**src/rtl/pred_pkg.sv**
```systemverilog
// pred_pkg: shared types and default sizing for the pred_mc edge-delay block.
// Optional build macro PRED_SYNC_EN (see pred_mc) does not affect this file.
package pred_pkg;

    // Default channel count and delay width used by the module parameters.
    localparam int PRED_CHANNELS_DEF = 2;
    localparam int PRED_DELAY_W_DEF  = 8;

    // Delay value at the default width (handy for benches and integrators).
    typedef logic [PRED_DELAY_W_DEF-1:0] pred_delay_t;

    // Per-channel control state: IDLE waits for a mismatch, COUNT times it out.
    typedef enum logic {
        PRED_IDLE  = 1'b0,
        PRED_COUNT = 1'b1
    } pred_state_e;

endpackage

```
**src/rtl/pred_if.sv**
```systemverilog
// pred_if: signal bundle between the phase-detect logic (master) and the
// multi-channel edge-delay block (slave).
interface pred_if #(
    parameter int CHANNELS = 2,
    parameter int DELAY_W  = 8
);
    logic [CHANNELS-1:0] sgn;
    logic [DELAY_W-1:0]  shift_rise;
    logic [DELAY_W-1:0]  shift_fall;
    logic                mode;
    logic [CHANNELS-1:0] sgn_pre;
    logic [CHANNELS-1:0] busy;

    modport master (
        output sgn, shift_rise, shift_fall, mode,
        input  sgn_pre, busy
    );

    modport slave (
        input  sgn, shift_rise, shift_fall, mode,
        output sgn_pre, busy
    );
endinterface

```
**src/rtl/pred_chan.sv**
```systemverilog
// pred_chan: one edge-delay channel. A mismatch between the input and the
// registered output starts a count of S cycles (S latched at detection from
// shift_rise or shift_fall); the output takes the input value when the count
// expires. If the input reverts mid-count, mode selects inertial abort (0)
// or a frozen count that resumes when the mismatch returns (1).
module pred_chan
    import pred_pkg::*;
#(
    parameter int DELAY_W = PRED_DELAY_W_DEF
) (
    input  logic               clk,
    input  logic               rst,
    input  logic               sgn,
    input  logic [DELAY_W-1:0] shift_rise,
    input  logic [DELAY_W-1:0] shift_fall,
    input  logic               mode,
    output logic               sgn_pre,
    output logic               busy
);

    pred_state_e        state;
    logic [DELAY_W-1:0] cnt;
    logic [DELAY_W-1:0] shift_sel;
    logic               mismatch;

    // A pending transition exists whenever input and output disagree.
    assign mismatch  = sgn ^ sgn_pre;
    // The target level decides which delay applies to this edge.
    assign shift_sel = sgn ? shift_rise : shift_fall;

    // Channel FSM with counter, output register and registered busy flag.
    always_ff @(posedge clk or posedge rst) begin
        if (rst) begin
            state   <= PRED_IDLE;
            cnt     <= '0;
            sgn_pre <= 1'b0;
            busy    <= 1'b0;
        end else begin
            case (state)
                PRED_IDLE: begin
                    if (mismatch) begin
                        if (shift_sel == '0) begin
                            sgn_pre <= sgn;
                        end else begin
                            // Count of S-1 makes the output change at edge n+S.
                            cnt   <= shift_sel - DELAY_W'(1);
                            state <= PRED_COUNT;
                            busy  <= 1'b1;
                        end
                    end
                end
                PRED_COUNT: begin
                    if (mismatch) begin
                        if (cnt == '0) begin
                            sgn_pre <= sgn;
                            state   <= PRED_IDLE;
                            busy    <= 1'b0;
                        end else begin
                            cnt <= cnt - DELAY_W'(1);
                        end
                    end else if (!mode) begin
                        // Inertial: a reverted input swallows the pulse.
                        state <= PRED_IDLE;
                        busy  <= 1'b0;
                    end
                    // Hold: stay in COUNT with cnt frozen until mismatch returns.
                end
                default: begin
                    state <= PRED_IDLE;
                    busy  <= 1'b0;
                end
            endcase
        end
    end

endmodule

```
**src/rtl/pred_mc.sv**
```systemverilog
// pred_mc: multi-channel programmable edge-delay (dead-time / phase-shift)
// block. Optional build macro PRED_SYNC_EN inserts a 2-flop synchroniser on
// every sgn bit (adds 2 cycles to all latencies); without it sgn is assumed
// synchronous to clk and used directly.
module pred_mc
    import pred_pkg::*;
#(
    parameter int CHANNELS = PRED_CHANNELS_DEF,
    parameter int DELAY_W  = PRED_DELAY_W_DEF
) (
    input  logic    clk,
    input  logic    rst,
    pred_if.slave   bus
);

    logic [CHANNELS-1:0] sgn_q;
    logic [CHANNELS-1:0] sgn_pre_q;
    logic [CHANNELS-1:0] busy_q;

`ifdef PRED_SYNC_EN
    logic [CHANNELS-1:0] sgn_p0;
    logic [CHANNELS-1:0] sgn_p1;

    // Two-stage synchroniser for asynchronous channel inputs.
    always_ff @(posedge clk or posedge rst) begin
        if (rst) begin
            sgn_p0 <= '0;
            sgn_p1 <= '0;
        end else begin
            sgn_p0 <= bus.sgn;
            sgn_p1 <= sgn_p0;
        end
    end

    assign sgn_q = sgn_p1;
`else
    assign sgn_q = bus.sgn;
`endif

    // One independent delay channel per input bit, sharing the delay settings.
    for (genvar g = 0; g < CHANNELS; g++) begin : g_chan
        pred_chan #(
            .DELAY_W (DELAY_W)
        ) u_chan (
            .clk        (clk),
            .rst        (rst),
            .sgn        (sgn_q[g]),
            .shift_rise (bus.shift_rise),
            .shift_fall (bus.shift_fall),
            .mode       (bus.mode),
            .sgn_pre    (sgn_pre_q[g]),
            .busy       (busy_q[g])
        );
    end

    assign bus.sgn_pre = sgn_pre_q;
    assign bus.busy    = busy_q;

endmodule
```
**src/flat_wrapper.sv**
```systemverilog
// flat-port wrapper written by rule: the top's interface ports become plain ports
module pred_mc_flat import pred_pkg::*;
#(
    parameter int CHANNELS = PRED_CHANNELS_DEF,
    parameter int DELAY_W  = PRED_DELAY_W_DEF
)
  (clk, rst, bus_sgn, bus_shift_rise, bus_shift_fall, bus_mode, bus_sgn_pre, bus_busy);
  pred_if #(.CHANNELS(CHANNELS), .DELAY_W(DELAY_W)) bus_i ();
  input  logic clk;
  input  logic rst;
  input wire logic [$bits(bus_i.sgn)-1:0] bus_sgn;
  input wire logic [$bits(bus_i.shift_rise)-1:0] bus_shift_rise;
  input wire logic [$bits(bus_i.shift_fall)-1:0] bus_shift_fall;
  input wire logic [$bits(bus_i.mode)-1:0] bus_mode;
  output wire logic [$bits(bus_i.sgn_pre)-1:0] bus_sgn_pre;
  output wire logic [$bits(bus_i.busy)-1:0] bus_busy;
  assign bus_i.sgn = bus_sgn;
  assign bus_i.shift_rise = bus_shift_rise;
  assign bus_i.shift_fall = bus_shift_fall;
  assign bus_i.mode = bus_mode;
  assign bus_sgn_pre = bus_i.sgn_pre;
  assign bus_busy = bus_i.busy;
  pred_mc #(.CHANNELS(CHANNELS), .DELAY_W(DELAY_W)) u_core (.clk(clk), .rst(rst), .bus(bus_i));
endmodule
```
**config.mk**
```make
export PLATFORM = sky130hd
export DESIGN_NAME = pred_mc_flat
export DESIGN_NICKNAME = d
export VERILOG_FILES = /design/src/rtl/pred_pkg.sv /design/src/rtl/pred_if.sv /design/src/rtl/pred_chan.sv /design/src/rtl/pred_mc.sv /design/src/flat_wrapper.sv
export SDC_FILE = /design/constraint.sdc
export NUM_CORES = 1
export LEC_CHECK = 0
export ABC_AREA = 0
export CAP_MARGIN = 30
export CORE_MARGIN = 5
export CORE_UTILIZATION = 55
export DETAILED_ROUTE_END_ITERATION = 10
export PLACE_DENSITY = 0.8
export SETUP_SLACK_MARGIN = 0.1
export SLEW_MARGIN = 20
export SYNTH_ARGS = -nofsm -noshare
export SYNTH_HDL_FRONTEND = slang
export SYNTH_SLANG_ARGS = --single-unit
```
**constraint.sdc**
```tcl
create_clock -name clk -period 2.6 [get_ports clk]
set_input_delay 0.52 -clock clk [delete_from_list [all_inputs] [get_ports clk]]
set_output_delay 0.52 -clock clk [all_outputs]
set_load 0.02 [all_outputs]
```
==> impl_metrics.json, run 1 <==
{
  "crit_slowest_cell": "or4bb_4",
  "layout_commonest_cell": "buf_4",
  "core_um2": 3280,
  "cts_buffers": 3,
  "antenna_found_initial": 0,
  "drive_gt1_share_pct": 27.7,
  "via_count": 1724,
  "synth_edf_count": 0,
  "grt-ovfl-total": 0,
  "yosysUniqueCellTypes": 50,
  "grt_usage_pct": 24.0,
  "worstSetupStartpointType": "register",
  "stdcell_count": 284,
  "rsz0062_at_grt": "false",
  "max_freq_mhz": 426,
  "cts_htree_levels": 1,
  "crit_fanout": 10,
  "die_area_um2": 4600,
  "cts_root_buf": "clkbuf_4",
  "first_pass_iters": 4,
  "maxSlewHeadroom_pct": 49.2,
  "finalWirelength_mm": 4.91,
  "syn_area_um2": 1840,
  "dp.cells": 280,
  "num_io_pins": 25,
  "placementRows": 21,
  "mostFrequentLayoutCells": "buf_4, dfrtp_1, clkdlybuf4s50_1, mux2i_1, a21oi_1",
  "clkSlewWorstSetupHoldPaths_ns": 0.14,
  "cp_data_arrival_time_ns": 2.57,
  "drc": 0,
  "power.leakage_nw": 1.05,
  "avgViaCountPerCell": 6.07,
  "initial_core_util_pct": 55.9,
  "hold_buffers": 0,
  "yosysWarnings": 0,
  "diodes": 0,
  "dpl.hpwl_mm": 3.82,
  "area_delta_synth_final_pct": 28.5,
  "synth.top_cell.area_share_pct": 30.0,
  "setup_viol_count_final": 0,
  "period_share_pct": 90.2,
  "ant_nets": 0,
  "wire_per_inst_um": 17.3,
  "worst_pin_slew_ns": 0.755,
  "crit_type": "register to register",
  "clock_latency_ns": 0.33,
  "n_fill_cell": 242,
  "final_nets": 262,
  "gp_congestion": 0.985,
  "status": "completed",
  "dieHeight_um": 67.8,
  "drv_cap": 0,
  "cts_sinks": 22,
  "yosys.area.top_type": "dfrtp_1",
  "worstSetupEndpointType": "register",
  "post-route-util_pct": 71.8,
  "final.setup.tns_ns": 0,
  "grt_pass1_wl_mm": 8.28,
  "min_path_type": "input port to asynchronous set/reset pin",
  "cts_tree": "yes",
  "drv_slew": 0,
  "first_iter_violations": 180,
  "netlist_instances": 194,
  "crit_chain": "inv_2 > mux2i_4 > ha_2 > or4bb_4 > o41ai_4 > nand3_2 > xor2_1 > o22ai_1 > a21oi_1",
  "hold_viol": 0,
  "critPathTopFamily": "simple AND/OR/NAND/NOR gates",
  "cp.required_ns": 2.83,
  "grt_pass1_vias": 1832,
  "multi_input_area_um2": 1210,
  "die_x_um": 67.8,
  "ys.flop_type": "dfrtp_1",
  "cts_setup_buffers": 0,
  "port_buffers": 24,
  "syn_area_per_cell_um2": 9.47,
  "async_flop_share_pct": 100,
  "synth_seq_area_share_pct": 30.0,
  "max_stage_delay_ns": 0.46,
  "yosys-top-cells-area": "dfrtp_1, mux2i_1, mux2_2",
  "p_per_area_nw_per_um2": 1070,
  "cts_buffer_depth": 2,
  "fin_skew_ns": 0.000915,
  "ys_ff_latch": 22,
  "seq_area_um2": 551,
  "grt_max_degree": 23,
  "period_minus_slack_ns": 2.35,
  "syn_nets": 217,
  "critPathBufInv": 1,
  "ir_worst_vdd_uv": 592
}
[final timing paths]
| check | startpoint | to | slack, ns | depth (start not counted) |
|---|---|---|---|---|
| worst max-delay path | u_core.g_chan[0].u_chan.state | u_core.g_chan[0].u_chan.cnt[6] | 0.25 | 9 |
| worst min-delay path | rst | u_core.g_chan[0].u_chan.cnt[5] | 0.51 | 3 |
| worst max register to register | u_core.g_chan[0].u_chan.state | u_core.g_chan[0].u_chan.cnt[6] | 0.25 | 9 |
| worst min register to register | u_core.g_chan[1].u_chan.cnt[7] | u_core.g_chan[1].u_chan.cnt[7] | 0.52 | 1 |
| max in group asynchronous | rst | u_core.g_chan[1].u_chan.sgn_pre | 1.85 | 3 |
| min in group clk | u_core.g_chan[1].u_chan.cnt[7] | u_core.g_chan[1].u_chan.cnt[7] | 0.52 | 1 |
[stage by stage]
| step | total power (W) | cell area [µm²] | hold WS [ns] | setup slack [ns] |
|---|---|---|---|---|
| floorplan | 0.00173 | 1860 | 0.468 | 0.114 |
| global placement | 0.00210 | 2280 | 0.487 | -0.410 |
| detailed placement | 0.00219 | 2280 | 0.492 | -0.562 |
| CTS | 0.00251 | 2350 | 0.518 | 0.101 |
| global route | 0.00270 | 2360 | 0.552 | 0.154 |
| finish | 0.00253 | 2360 | 0.509 | 0.255 |
[metal layers]
metal  share of wire (%)  vias up  GRT usage, %
li1                    -      811             -
met1                  43      827          28.5
met2                  49       69          40.6
met3                 4.8       17          3.99
met4                 3.4        0          13.6
met5                   0        -             0
[tightest hold or removal path, delay by kind of cell]
family   cells  cell delay [ns]
buf+inv      3             0.73
[area by class of cell]
cell class	instances	share of cell area, %
Sequential cell	22	23.3
Clock inverter	1	1.27
Inverter	6	0.954
Clock buffer	3	0.954
Tap cell	46	2.44
Multi-Input combinational cell	152	51.3
Timing Repair Buffer	54	19.8
[timing repair]
action / CTS / global route
gates resized for setup: 6 / 6
pin swaps: 1 / 3
setup endpoints to repair: 2 / 2
[synth_stat cells (2+ instances only)]
cell / n
nand2b_1: 4
a221oi_1: 2
nand3_1: 5
a211o_1: 2
a21boi_0: 2
mux2i_2: 2
dfrtp_1: 22
buf_4: 6
ha_1: 2
o21ai_0: 3
o32ai_1: 2
buf_6: 2
o2bb2ai_1: 2
o22ai_1: 3
xnor2_1: 2
a211oi_1: 2
buf_2: 5
nor3_1: 3
mux2_2: 12
mux2i_1: 18
mux2_1: 3
nor2b_1: 3
nand2_1: 13
nor4_1: 2
nor4_2: 6
a21o_1: 2
inv_1: 5
nor2_1: 14
a21oi_1: 16
o21ai_1: 2
xor2_1: 7
and4_1: 2
[power breakdown]
part	switching, W	internal [W]	total, W
clock network	0.000123	0.000156	0.000279
registers	0.000213	0.000520	0.000734
logic	0.000765	0.000748	0.00151
[flip-flops by register name, summed over array words and instances (netlist names)]
name / flops
u_core.g_chan.u_chan.sgn_pre: 2
u_core.g_chan.u_chan.state: 2
u_core.g_chan.u_chan.busy: 2
u_core.g_chan.u_chan.cnt: 16
[logic make-up (layout without fill, tap and decap cells)]
logic type	count (synthesis)	after routing	synth area share, %
adder cells (fa/ha/maj)	2	2	1.36
multiplexers	36	36	21.3
AND/OR/NAND/NOR	57	57	17.8
flip-flops	22	22	30.0
XOR/XNOR	9	9	4.29
AO/OA/AOI/OAI	48	48	18.7
buffers and inverters	20	64	6.47
Note: power is estimated with default switching activity, not from simulation.
==> run 2, diff against run 1 <==
--- a/config.mk
+++ b/config.mk
@@ -10,8 +10,9 @@
 export CORE_MARGIN = 5
 export CORE_UTILIZATION = 55
 export DETAILED_ROUTE_END_ITERATION = 10
+export GPL_TIMING_DRIVEN = 1
 export PLACE_DENSITY = 0.8
-export SETUP_SLACK_MARGIN = 0.1
+export SETUP_SLACK_MARGIN = 0.15
 export SLEW_MARGIN = 20
 export SYNTH_ARGS = -nofsm -noshare
 export SYNTH_HDL_FRONTEND = slang
==> run 2 against run 1 <==
Combinational power increased by 7%. Critical endpoint is now u_core.g_chan[0].u_chan.cnt[4]. Worst hold slack improved by 0.038 ns. Flip-flop and latch count unchanged. Clock-buffer cell count unchanged. Via count increased by 1.6%. Critical path depth increased by 2. Utilization increased by 0.84 points. Register-to-register slack improved by 0.04 ns. Global-route usage decreased by 1.6 points. Worst setup slack got worse by 0.063 ns.
==> impl_metrics.json, run 2 (synthesized netlist as in run 1, its figures left out) <==
{
  "drv_cap": 0,
  "layout_setup_ws_ns": 0.192,
  "r2r-start": "u_core.g_chan[0].u_chan.state",
  "setup_viol_count_final": 0,
  "num_io_pins": 25,
  "top_layer_used": "met4",
  "drv_slew": 0,
  "cts_buffers": 3,
  "diodes": 0,
  "period_share_pct": 92.6,
  "worstSetupStartpointType": "input port",
  "r2r_end": "u_core.g_chan[0].u_chan.cnt[4]",
  "mostFrequentLayoutCells": "buf_4, dfrtp_1, clkdlybuf4s50_1, mux2i_1, a21oi_1",
  "cts_root_buf": "clkbuf_4",
  "dpl.hpwl_mm": 3.79,
  "startpoint": "bus_shift_rise[0]",
  "crit_slowest_cell": "o41ai_4",
  "status": "completed",
  "wl_met2_mm": 2.64,
  "fin_skew_ns": 0.00813,
  "finalWirelength_mm": 4.94,
  "initial_core_util_pct": 55.9,
  "core_um2": 3280,
  "hold_buffers": 0,
  "cp_data_arrival_time_ns": 2.63,
  "drive_gt1_share_pct": 30.5,
  "crit_chain": "dlygate4sd2_1 > mux2_2 > mux2i_2 > ha_2 > buf_4 > inv_1 > o41ai_4 > buf_4 > xor2_1 > o22ai_1 > a21oi_1",
  "crit_type": "input port to register",
  "cp_common_cell": "buf_4",
  "min_path_type": "input port to asynchronous set/reset pin",
  "grt_usage_pct": 22.4,
  "max_freq_mhz": 415,
  "ant_nets": 0,
  "worst_pin_slew_ns": 0.638,
  "final.setup.tns_ns": 0,
  "first_iter_violations": 149,
  "area_delta_synth_final_pct": 30.0,
  "p_per_area_nw_per_um2": 1050,
  "avgViaCountPerCell": 6.00,
  "hold_viol": 0,
  "grt-ovfl-total": 0,
  "final_nets": 271,
  "reg2reg_depth": 10,
  "power.leakage_nw": 1.07,
  "port_buffers": 24,
  "n_fill_cell": 242,
  "ir_worst_vdd_uv": 640,
  "cts_buffer_depth": 2,
  "period_minus_slack_ns": 2.41,
  "rsz0062_at_grt": "false",
  "critPathBufInv": 4,
  "crit_fanout": 3,
  "antenna_found_initial": 0,
  "dieHeight_um": 67.8,
  "preCtsSetupSlack_ns": -0.470,
  "worstSetupEndpointType": "register",
  "critPathTopFamily": "compound AO/OA/AOI/OAI gates",
  "via_count": 1752,
  "die_area_um2": 4600,
  "first_pass_iters": 5,
  "grt_pass1_vias": 1786,
  "largest-register": "u_core.g_chan.u_chan.cnt",
  "drc": 0,
  "clock_latency_ns": 0.30,
  "placementRows": 21,
  "maxSlewHeadroom_pct": 57.1,
  "cts_tree": "yes",
  "die_x_um": 67.8,
  "layout_commonest_cell": "buf_4",
  "gp_congestion": 0.895,
  "grt_pass1_wl_mm": 7.91,
  "cp.required_ns": 2.82,
  "cts_sinks": 22,
  "max_stage_delay_ns": 0.39,
  "cts_htree_levels": 1,
  "wl_met1_mm": 2.04,
  "largest_register_ffs": 16,
  "dr_wl_met3_um": 216,
  "clkSlewWorstSetupHoldPaths_ns": 0.12,
  "grt_max_degree": 23,
  "reg2reg_slack_ns": 0.29,
  "wire_per_inst_um": 16.9
}
[run 2: worst min-delay path, stage by stage]
cell,delay [ns]
clkdlybuf4s50_1,0.39
inv_1,0.05
buf_4,0.29
[run 2: power breakdown]
group,switching [W],internal [W]
clock network,0.0000981,0.0000539
registers,0.000212,0.000521
logic,0.000789,0.000833
total,0.00110,0.00141
[run 2: what timing repair did]
| item | in CTS | in global routing |
|---|---|---|
| setup endpoints to repair | 2 | 5 |
| setup buffers | 5 | 1 |
| gates resized for setup | 9 | 5 |
| pin swaps | 1 | 0 |
[run 2: layout make-up]
| class | count | area (µm²) | share of cell area [%] |
|---|---|---|---|
| multi-input combinational | 152 | 1210 | 50.5 |
| timing repair buffer | 63 | 526 | 22.0 |
| inverter | 6 | 25.0 | 1.05 |
| clock buffer | 3 | 22.5 | 0.943 |
| tap | 46 | 57.6 | 2.41 |
| sequential | 22 | 551 | 23.1 |
[run 2: layer usage]
layer	up-vias	track usage (%)
met3	4	3.66
met2	56	40.8
met4	0	7.44
met5	-	0
met1	855	26.5
li1	837	-
[run 2: metrics by stage]
step | total power (W) | area (µm²) | hold WS [ns] | utilization (%) | instances
2_1_floorplan | 0.00174 | 1870 | 0.468 | - | 194
3_3_place_gp | 0.00214 | 2300 | 0.482 | 70.1 | 283
3_5_place_dp | 0.00223 | 2300 | 0.517 | 70.1 | 283
4_1_cts | 0.00247 | 2370 | 0.545 | 72.2 | 291
5_1_grt | 0.00269 | 2390 | 0.553 | 72.7 | 292
6_report | 0.00251 | 2390 | 0.547 | 72.7 | 292
[run 2: worst max path at each step]
stage                                endpoint  slack (ns)  cells after the start
2_1_floorplan  u_core.g_chan[0].u_chan.cnt[6]        0.12                     10
3_3_place_gp   u_core.g_chan[0].u_chan.cnt[6]       -0.35                     10
3_5_place_dp   u_core.g_chan[0].u_chan.cnt[6]       -0.47                     10
4_1_cts        u_core.g_chan[0].u_chan.cnt[4]        0.17                     10
5_1_grt        u_core.g_chan[0].u_chan.cnt[4]        0.14                     11
6_report       u_core.g_chan[0].u_chan.cnt[4]        0.19                     11
